<file path="src/rtl/decode_stage.sv">
// decode_stage: RV32E/RV32I instruction decode stage.
// Takes raw instruction words from fetch and presents registered decoded
// fields (class, register indices, funct bits, immediate, illegal flag) to
// execute. Optional macro DECODE_SKID_EN adds a second buffer entry so that
// in_ready is driven from a register and the stage sustains one instruction
// per cycle without a combinational path from out_ready to in_ready.
//
// Handshake: a beat transfers on a rising clock edge where valid && ready are
// both 1. The producer holds valid and data stable until the transfer. Flush
// overrides both handshakes and discards every held beat, plus any input
// transfer offered in the same cycle.
module decode_stage #(
  parameter int NUM_REGS = 16
) (
  input  logic        clock,
  input  logic        reset,
  input  logic        flush,
  input  logic        in_valid,
  output logic        in_ready,
  input  logic [31:0] in_data,
  output logic        out_valid,
  input  logic        out_ready,
  output logic [3:0]  out_class,
  output logic [4:0]  out_rd,
  output logic [4:0]  out_rs1,
  output logic [4:0]  out_rs2,
  output logic [2:0]  out_funct3,
  output logic        out_funct7_5,
  output logic [31:0] out_imm,
  output logic        out_illegal
);

  // Only the two base integer register files are meaningful.
  if (NUM_REGS != 16 && NUM_REGS != 32) begin : g_bad_num_regs
    $error("decode_stage: NUM_REGS must be 16 or 32");
  end

  localparam logic [3:0] CLS_ILLEGAL = 4'd0;
  localparam logic [3:0] CLS_LUI     = 4'd1;
  localparam logic [3:0] CLS_AUIPC   = 4'd2;
  localparam logic [3:0] CLS_JAL     = 4'd3;
  localparam logic [3:0] CLS_JALR    = 4'd4;
  localparam logic [3:0] CLS_BRANCH  = 4'd5;
  localparam logic [3:0] CLS_LOAD    = 4'd6;
  localparam logic [3:0] CLS_STORE   = 4'd7;
  localparam logic [3:0] CLS_OP_IMM  = 4'd8;
  localparam logic [3:0] CLS_OP      = 4'd9;
  localparam logic [3:0] CLS_FENCE   = 4'd10;
  localparam logic [3:0] CLS_SYSTEM  = 4'd11;

  // With 16 registers any index with bit 4 set is out of range.
  localparam logic LIMIT16 = (NUM_REGS == 16);

  // Decoded bundle: {class, rd, rs1, rs2, funct3, funct7_5, imm, illegal}.
  localparam int DW = 56;

  logic [6:0]  opc;
  logic [2:0]  f3;
  logic [6:0]  f7;
  logic [4:0]  rd, rs1, rs2;
  logic        rd_hi, rs1_hi, rs2_hi;
  logic [31:0] imm_i, imm_s, imm_b, imm_u, imm_j;

  assign opc    = in_data[6:0];
  assign f3     = in_data[14:12];
  assign f7     = in_data[31:25];
  assign rd     = in_data[11:7];
  assign rs1    = in_data[19:15];
  assign rs2    = in_data[24:20];
  assign rd_hi  = LIMIT16 & rd[4];
  assign rs1_hi = LIMIT16 & rs1[4];
  assign rs2_hi = LIMIT16 & rs2[4];

  assign imm_i = {{20{in_data[31]}}, in_data[31:20]};
  assign imm_s = {{20{in_data[31]}}, in_data[31:25], in_data[11:7]};
  assign imm_b = {{19{in_data[31]}}, in_data[31], in_data[7], in_data[30:25],
                  in_data[11:8], 1'b0};
  assign imm_u = {in_data[31:12], 12'b0};
  assign imm_j = {{11{in_data[31]}}, in_data[31], in_data[19:12], in_data[20],
                  in_data[30:21], 1'b0};

  logic [3:0]  cls, dec_class;
  logic [31:0] imm, dec_imm;
  logic        bad, dec_illegal;

  // Classify the word, pick its immediate format and collect illegal conditions.
  always_comb begin
    cls         = CLS_ILLEGAL;
    imm         = '0;
    bad         = 1'b0;
    dec_class   = CLS_ILLEGAL;
    dec_imm     = '0;
    dec_illegal = 1'b0;
    case (opc)
      7'b0110111: begin cls = CLS_LUI;    imm = imm_u; bad = rd_hi; end
      7'b0010111: begin cls = CLS_AUIPC;  imm = imm_u; bad = rd_hi; end
      7'b1101111: begin cls = CLS_JAL;    imm = imm_j; bad = rd_hi; end
      7'b1100111: begin
        cls = CLS_JALR; imm = imm_i;
        bad = (f3 != 3'b000) | rd_hi | rs1_hi;
      end
      7'b1100011: begin
        cls = CLS_BRANCH; imm = imm_b;
        bad = (f3 == 3'b010) | (f3 == 3'b011) | rs1_hi | rs2_hi;
      end
      7'b0000011: begin
        cls = CLS_LOAD; imm = imm_i;
        bad = (f3 == 3'b011) | (f3 == 3'b110) | (f3 == 3'b111) | rd_hi | rs1_hi;
      end
      7'b0100011: begin
        cls = CLS_STORE; imm = imm_s;
        bad = (f3 >= 3'b011) | rs1_hi | rs2_hi;
      end
      7'b0010011: begin
        cls = CLS_OP_IMM; imm = imm_i;
        bad = ((f3 == 3'b001) & (f7 != 7'h00))
            | ((f3 == 3'b101) & (f7 != 7'h00) & (f7 != 7'h20))
            | rd_hi | rs1_hi;
      end
      7'b0110011: begin
        cls = CLS_OP;
        bad = ((f7 != 7'h00) & (f7 != 7'h20))
            | ((f7 == 7'h20) & (f3 != 3'b000) & (f3 != 3'b101))
            | rd_hi | rs1_hi | rs2_hi;
      end
      7'b0001111: begin
        cls = CLS_FENCE;
        bad = (f3 != 3'b000) | rd_hi | rs1_hi;
      end
      7'b1110011: begin
        cls = CLS_SYSTEM;
        bad = (in_data != 32'h0000_0073) & (in_data != 32'h0010_0073);
      end
      default: bad = 1'b1;
    endcase
    if (in_data[1:0] != 2'b11) bad = 1'b1;
    dec_illegal = bad;
    dec_class   = bad ? CLS_ILLEGAL : cls;
    dec_imm     = bad ? 32'h0 : imm;
  end

  logic [DW-1:0] dec_bus, out_q;
  logic          out_valid_q;

  assign dec_bus = {dec_class, rd, rs1, rs2, f3, in_data[30], dec_imm, dec_illegal};
  assign {out_class, out_rd, out_rs1, out_rs2, out_funct3, out_funct7_5,
          out_imm, out_illegal} = out_q;
  assign out_valid = out_valid_q;

`ifdef DECODE_SKID_EN
  logic [DW-1:0] skid_q;
  logic          skid_full;

  // Ready depends only on skid occupancy, so it is purely registered.
  assign in_ready = ~skid_full;

  // Output register refills from the skid entry first to keep order;
  // a beat arriving while the output is stalled parks in the skid entry.
  always_ff @(posedge clock or negedge reset) begin
    if (!reset) begin
      out_valid_q <= 1'b0;
      out_q       <= '0;
      skid_full   <= 1'b0;
      skid_q      <= '0;
    end else if (flush) begin
      out_valid_q <= 1'b0;
      skid_full   <= 1'b0;
    end else if (!out_valid_q || out_ready) begin
      if (skid_full) begin
        out_q       <= skid_q;
        out_valid_q <= 1'b1;
        skid_full   <= 1'b0;
      end else if (in_valid) begin
        out_q       <= dec_bus;
        out_valid_q <= 1'b1;
      end else begin
        out_valid_q <= 1'b0;
      end
    end else if (in_valid && !skid_full) begin
      skid_q    <= dec_bus;
      skid_full <= 1'b1;
    end
  end
`else
  // Accept whenever the output register is empty or draining this cycle.
  assign in_ready = ~out_valid_q | out_ready;

  // Single output register: load on input transfer, empty when drained.
  always_ff @(posedge clock or negedge reset) begin
    if (!reset) begin
      out_valid_q <= 1'b0;
      out_q       <= '0;
    end else if (flush) begin
      out_valid_q <= 1'b0;
    end else if (in_valid && in_ready) begin
      out_q       <= dec_bus;
      out_valid_q <= 1'b1;
    end else if (out_ready) begin
      out_valid_q <= 1'b0;
    end
  end
`endif

endmodule

</file>
<file path="config.mk">
export PLATFORM = sky130hd
export DESIGN_NAME = decode_stage
export DESIGN_NICKNAME = d
export VERILOG_FILES = /design/src/rtl/decode_stage.sv
export SDC_FILE = /design/constraint.sdc
export NUM_CORES = 1
export LEC_CHECK = 0
export CAP_MARGIN = 20
export CORE_ASPECT_RATIO = 0.9
export CORE_MARGIN = 4
export CORE_UTILIZATION = 30
export CTS_CLUSTER_SIZE = 10
export DETAILED_ROUTE_END_ITERATION = 12
export SLEW_MARGIN = 20
export SYNTH_ARGS = -nofsm -noshare
export SYNTH_HDL_FRONTEND = slang
export SYNTH_SLANG_ARGS = --single-unit
</file>
<file path="constraint.sdc">
create_clock -name clock -period 2.45 [get_ports clock]
set_input_delay 0.245 -clock clock [delete_from_list [all_inputs] [get_ports clock]]
set_output_delay 0.245 -clock clock [all_outputs]
set_load 0.03 [all_outputs]
</file>
Word level (Yosys, flattened, before mapping)
Cells that the tools add are included.
{ "totals": {"ff_bits": 57, "input_bits": 37, "output_inout_bits": 58} }
{ "op_classes": {"bitwise_logic": 28, "eq_ne": 23, "mux": 9, "n_reduce_logical": 9, "n_lt_le_gt_ge": 1} }
{ "op_table": {"columns": ["cell", "count"], "rows": [
  ["one-hot mux 32 bit (5 select lines)", 1],
  ["one-hot mux 4 bit (11 select lines)", 1],
  ["two-way mux 32 bit", 1],
  ["inequality test 32 x 21 -> 1 bit, second input constant", 1],
  ["inequality test 32 x 7 -> 1 bit, second input constant", 1],
  ["== test 7 x 6 -> 1 bit, second input constant", 4],
  ["== test 7 bit, second input constant", 4],
  ["OR 1 bit", 19],
  ["== test 7 x 5 -> 1 bit, second input constant", 2],
  ["== test 3 bit, second input constant", 3],
  ["one-hot mux 1 bit (8 select lines)", 1],
  ["bitwise AND 1 bit", 7],
  ["== test 7 x 2 -> 1 bit, second input constant", 1],
  ["== test 7 x 4 -> 1 bit, second input constant", 1],
  ["inequality test 7 x 6 -> 1 bit, second input constant", 1],
  ["nonzero test 7 bit", 1],
  ["== test 3 x 2 -> 1 bit, second input constant", 2],
  ["nonzero test 3 bit", 2],
  ["OR reduction 3 bit", 2],
  ["two-way mux 1 bit", 4],
  ["two-way mux 4 bit", 1],
  ["OR reduction 2 bit", 2],
  ["== test 3 x 1 -> 1 bit, second input constant", 1],
  ["greater-or-equal comparator 3 x 2 -> 1 bit, second input constant", 1],
  ["other kinds (5)", 6]
]} }

Depth between registers and ports, before layout
{ "logic_depth": {"depth_word": 10, "mapped_depth": 8} }

Worst setup path before layout
No wires, ideal clock.
{ "synth_path": {"path_type": "register to register", "startpoint": "reg out_valid_q (netlist: out_valid)", "endpoint": "reg out_q[38]", "setup_ps": 125, "synth_period_minus_slack_ps": 2122, "slack_ps": 328, "n_path_buf": 2, "stages_incl_launch_ff": 6, "t_arrival_ps": 1998, "cell_sequence": "dfrtp_1 > nand2b_1 > nand3b_1 > clkbuf_1 > clkbuf_1 > mux2_2"} }
{ "synth_via": {"elab_chain_cells": 4} }
{ "synth_lines": {"columns": ["item", "line", "rtl"], "rows": [
  ["from (decl)", "143", "logic out_valid_q;"],
  ["from (signal assigned)", "191", "out_valid_q <= 1'b0;"],
  ["from (signal assigned)", "194", "out_valid_q <= 1'b0;"],
  ["from (signal assigned)", "197", "out_valid_q <= 1'b1;"],
  ["NOT 1 bit", "186", "assign in_ready = ~out_valid_q | out_ready;"],
  ["OR 1 bit", "186", null],
  ["via in_ready", "19", "output logic in_ready,"],
  ["logical AND 1 bit", "195", "end else if (in_valid && in_ready) begin"],
  ["AND reduction 2 bit (no line)", null, null],
  ["to (signal assigned)", "196", "out_q <= dec_bus;"],
  ["to (decl)", "142", "logic [DW-1:0] dec_bus, out_q;"]
]} }
The timed path passes the listed nets, and every way through them passes these cells.
A chain may end at the register's enable or synchronous reset.

Worst setup path after layout
{ "layout_path": {"startpoint": "in in_data[25]", "endpoint": "reg out_q[0]"} }
{ "layout_via": {"elab_chain_cells": 9} }
{ "layout_lines": {"columns": ["item", "line", "rtl"], "rows": [
  ["from (decl)", "20", "input logic [31:0] in_data,"],
  ["== test 7 x 6 -> 1 bit", "123", "| ((f7 == 7'h20) & (f3 != 3'b000) & (f3 != 3'b101))"],
  ["bitwise AND 1 bit (2 in a row)", "123", null],
  ["OR 1 bit", "123", null],
  ["OR 1 bit (3 in a row)", "124", "| rd_hi | rs1_hi | rs2_hi;"],
  ["one-hot mux 1 bit (8 select lines) (*)", "94", "case (opc)"],
  ["two-way mux 1 bit (*)", "136", "if (in_data[1:0] != 2'b11) bad = 1'b1;"]
]} }
Mark *: on every way between the ends. The rest lies on a longest branch, timed or not.

==> flow_summary.json <==
{
  "cts_htree_levels": 3,
  "fin_crit_ns": 2.14,
  "post_cts_resized": 0,
  "synth.distinct_cells": 53,
  "grt_max_degree": 58,
  "synth_top_area_frac": 0.443,
  "p_per_area_mw_per_mm2": 606,
  "cts_sinks": 57,
  "core_mm2": 0.0104,
  "num_rows": 35,
  "total_power_w": 0.00294,
  "ctsHoldBuffers": 0,
  "tns_ns": 0,
  "seq_area_mm2": 0.00143,
  "crit_type": "in -> reg",
  "fmax_mhz": 467,
  "cp_max_fo": 3,
  "skew_ns": 0.00474,
  "avgSynthCellArea_um2": 10.5,
  "cts_setup_buffers": 0,
  "syn2layout_area_growth_pct": 50.4,
  "arrival_ns": 2.35,
  "grtUsageTotal": 0.168,
  "clkLatencyLatePin_ns": 0.32,
  "min_period_over_period": 0.874,
  "ys_ff_latch": 57,
  "drc_errors": 0,
  "synth-edff-count": 0,
  "vias_per_cell": 5.18,
  "drtIter0Drc": 186,
  "gp_congestion": 0.907,
  "initial_utilization": 0.310,
  "antenna_found_initial": 0,
  "critPathCaptureType": "flip-flop",
  "crit_required_ns": 2.65,
  "critPathLaunch": "in_data[25]",
  "die_area_mm2": 0.0125,
  "yosysWarnings": 0,
  "dpl.hpwl_um": 7670,
  "setup_ws_ns": 0.309,
  "synth_top_area_cell": "dfrtp_1",
  "hold_path.class": "in -> async",
  "multi_input_area_mm2": 0.00163,
  "synthTopCellsByArea": "dfrtp_1, o31ai_2, mux2_2",
  "clkTransAtPathRegs_ns": 0.05,
  "cts.path.max_buffers": 2,
  "relSlewSlack": 0.365,
  "synth_nets": 343,
  "rsz0062_at_grt": "no",
  "start_kind": "input port",
  "netlist_area_mm2": 0.00322,
  "synthArstFlopShare": 1.00,
  "grt_pass1_vias": 3025,
  "dr.pass1.iters": 4,
  "syn_inst": 306,
  "drive_gt1_frac": 0.267,
  "die_y_um": 106,
  "grt_pass1_wl_um": 16200,
  "final_util": 0.467,
  "hold_violations": 0,
  "overflow": 0,
  "cts_buffers": 9,
  "ios": 95,
  "status": "finished, final reports clean",
  "tritoncts": "yes",
  "vias": 2915,
  "max_cap_viol_count": 0,
  "finalNetCount": 467,
  "clockRootBuffer": "clkbuf_16",
  "ys_seq_area_frac": 0.443,
  "vdd_drop_max_uv": 241,
  "wl_um": 10300,
  "leakagePower_nw": 1.92,
  "synth-main-ff-cell": "dfrtp_1",
  "worstMarginPinSlew_ns": 0.950,
  "setup_viol": 0,
  "port-buffer-count": 94,
  "antennaDiodeCount": 0,
  "detail-route-antenna-nets": 0,
  "pre_cts_ws_ns": -0.00333,
  "n_fill_cell": 970,
  "timing.rr.start": "out_valid",
  "route.detailed.wl_per_inst_um": 18.3,
  "drv_slew": 0,
  "chipWidth_um": 117
}
-- layout make-up --
type                    count  area share
flip-flops and latches     57       0.294
clock buffers              13      0.0579
multi-input cells         223       0.336
repair buffers            136       0.269
inverters                   3     0.00232
well taps                 129      0.0333
clock inverters             2     0.00723
-- registers in the layout (all words and copies together), names as in the netlist --
register / cells
out_q: 56
out_valid: 1
-- where the power goes --
part	internal (W)	total (W)	switching [W]
combinational	0.000270	0.000597	0.000327
clock	0.000889	0.00131	0.000418
sequential	0.00100	0.00103	0.0000292
-- placed cells by master (no fill, tap or decap), types with 3 or more instances in the layout --
cell,instances
o31ai_1,6
inv_1,3
and3b_1,3
nor3b_1,4
nand2_1,57
nand2b_1,5
clkbuf_16,9
a22oi_1,7
a21oi_1,27
clkbuf_8,4
nor2_1,9
o31ai_2,28
clkdlybuf4s50_1,93
buf_4,38
mux2_2,19
nor4_1,6
nand3b_1,4
o21ai_0,7
dfrtp_1,57
buf_12,4
-- path summary, 6_finish.rpt --
path	endpoint	slack, ns	depth (start not counted)
hold reg to reg	out_q[23]	0.48	2
setup reg to reg	out_q[19]	0.83	6
max in group asynchronous	out_q[38]	1.88	2
hold / removal	out_q[55]	0.06	2
min in group clock	out_valid	0.46	2
setup / recovery	out_q[0]	0.31	7
-- per-stage QoR --
| stage | cells | cell area, um^2 | hold WS (ns) |
|---|---|---|---|
| after floorplan | 306 | 3220 | -0.0506 |
| after global placement | 548 | 4530 | 0.437 |
| after detailed placement | 548 | 4530 | 0.453 |
| after CTS | 563 | 4840 | 0.104 |
| after global routing | 563 | 4840 | 0.134 |
| final | 563 | 4840 | 0.0625 |
-- logic make-up (layout without fill, tap and decap cells) --
kind of cell / after synthesis / in the layout / synth area share
buffers and inverters: 26 / 154 / 0.0516
flip-flops: 57 / 57 / 0.443
AO/OA/AOI/OAI: 96 / 96 / 0.268
AND/OR/NAND/NOR: 106 / 106 / 0.165
XOR/XNOR: 1 / 1 / 0.00272
multiplexers: 20 / 20 / 0.0695
-- worst max-delay path, cell delays in order --
cell	delay (ns)
clkdlybuf4s50_1	0.47
nor4_1	0.43
buf_4	0.19
nand2_1	0.06
nor4_1	0.40
nor3_1	0.18
o32a_1	0.36
-- synth_stat cells, types with 2 or more instances --
| library cell | count |
|---|---|
| nor3b_1 | 4 |
| o31ai_4 | 2 |
| nand3_1 | 2 |
| o31ai_1 | 6 |
| nand2_1 | 57 |
| nor4_1 | 6 |
| o32a_1 | 2 |
| o31ai_2 | 28 |
| o21ai_0 | 7 |
| mux2_2 | 19 |
| nor3_1 | 2 |
| nor2b_1 | 2 |
| a32oi_1 | 2 |
| nor2_1 | 9 |
| a21boi_0 | 2 |
| clkbuf_1 | 9 |
| and2_1 | 2 |
| buf_2 | 3 |
| buf_6 | 8 |
| and3b_1 | 3 |
| inv_1 | 3 |
| nand2b_1 | 5 |
| nand3b_1 | 4 |
| dfrtp_1 | 57 |
| a21oi_1 | 27 |
| or2_2 | 2 |
| a22oi_1 | 7 |
-- layer usage --
layer,global-route usage,share of wire,up-vias
li1,-,-,1378
met1,0.238,0.48,1434
met2,0.254,0.46,90
met3,0.0444,0.057,13
met4,0.0418,0.011,0
met5,0,0,-
Power figures use the tool's default switching activity.
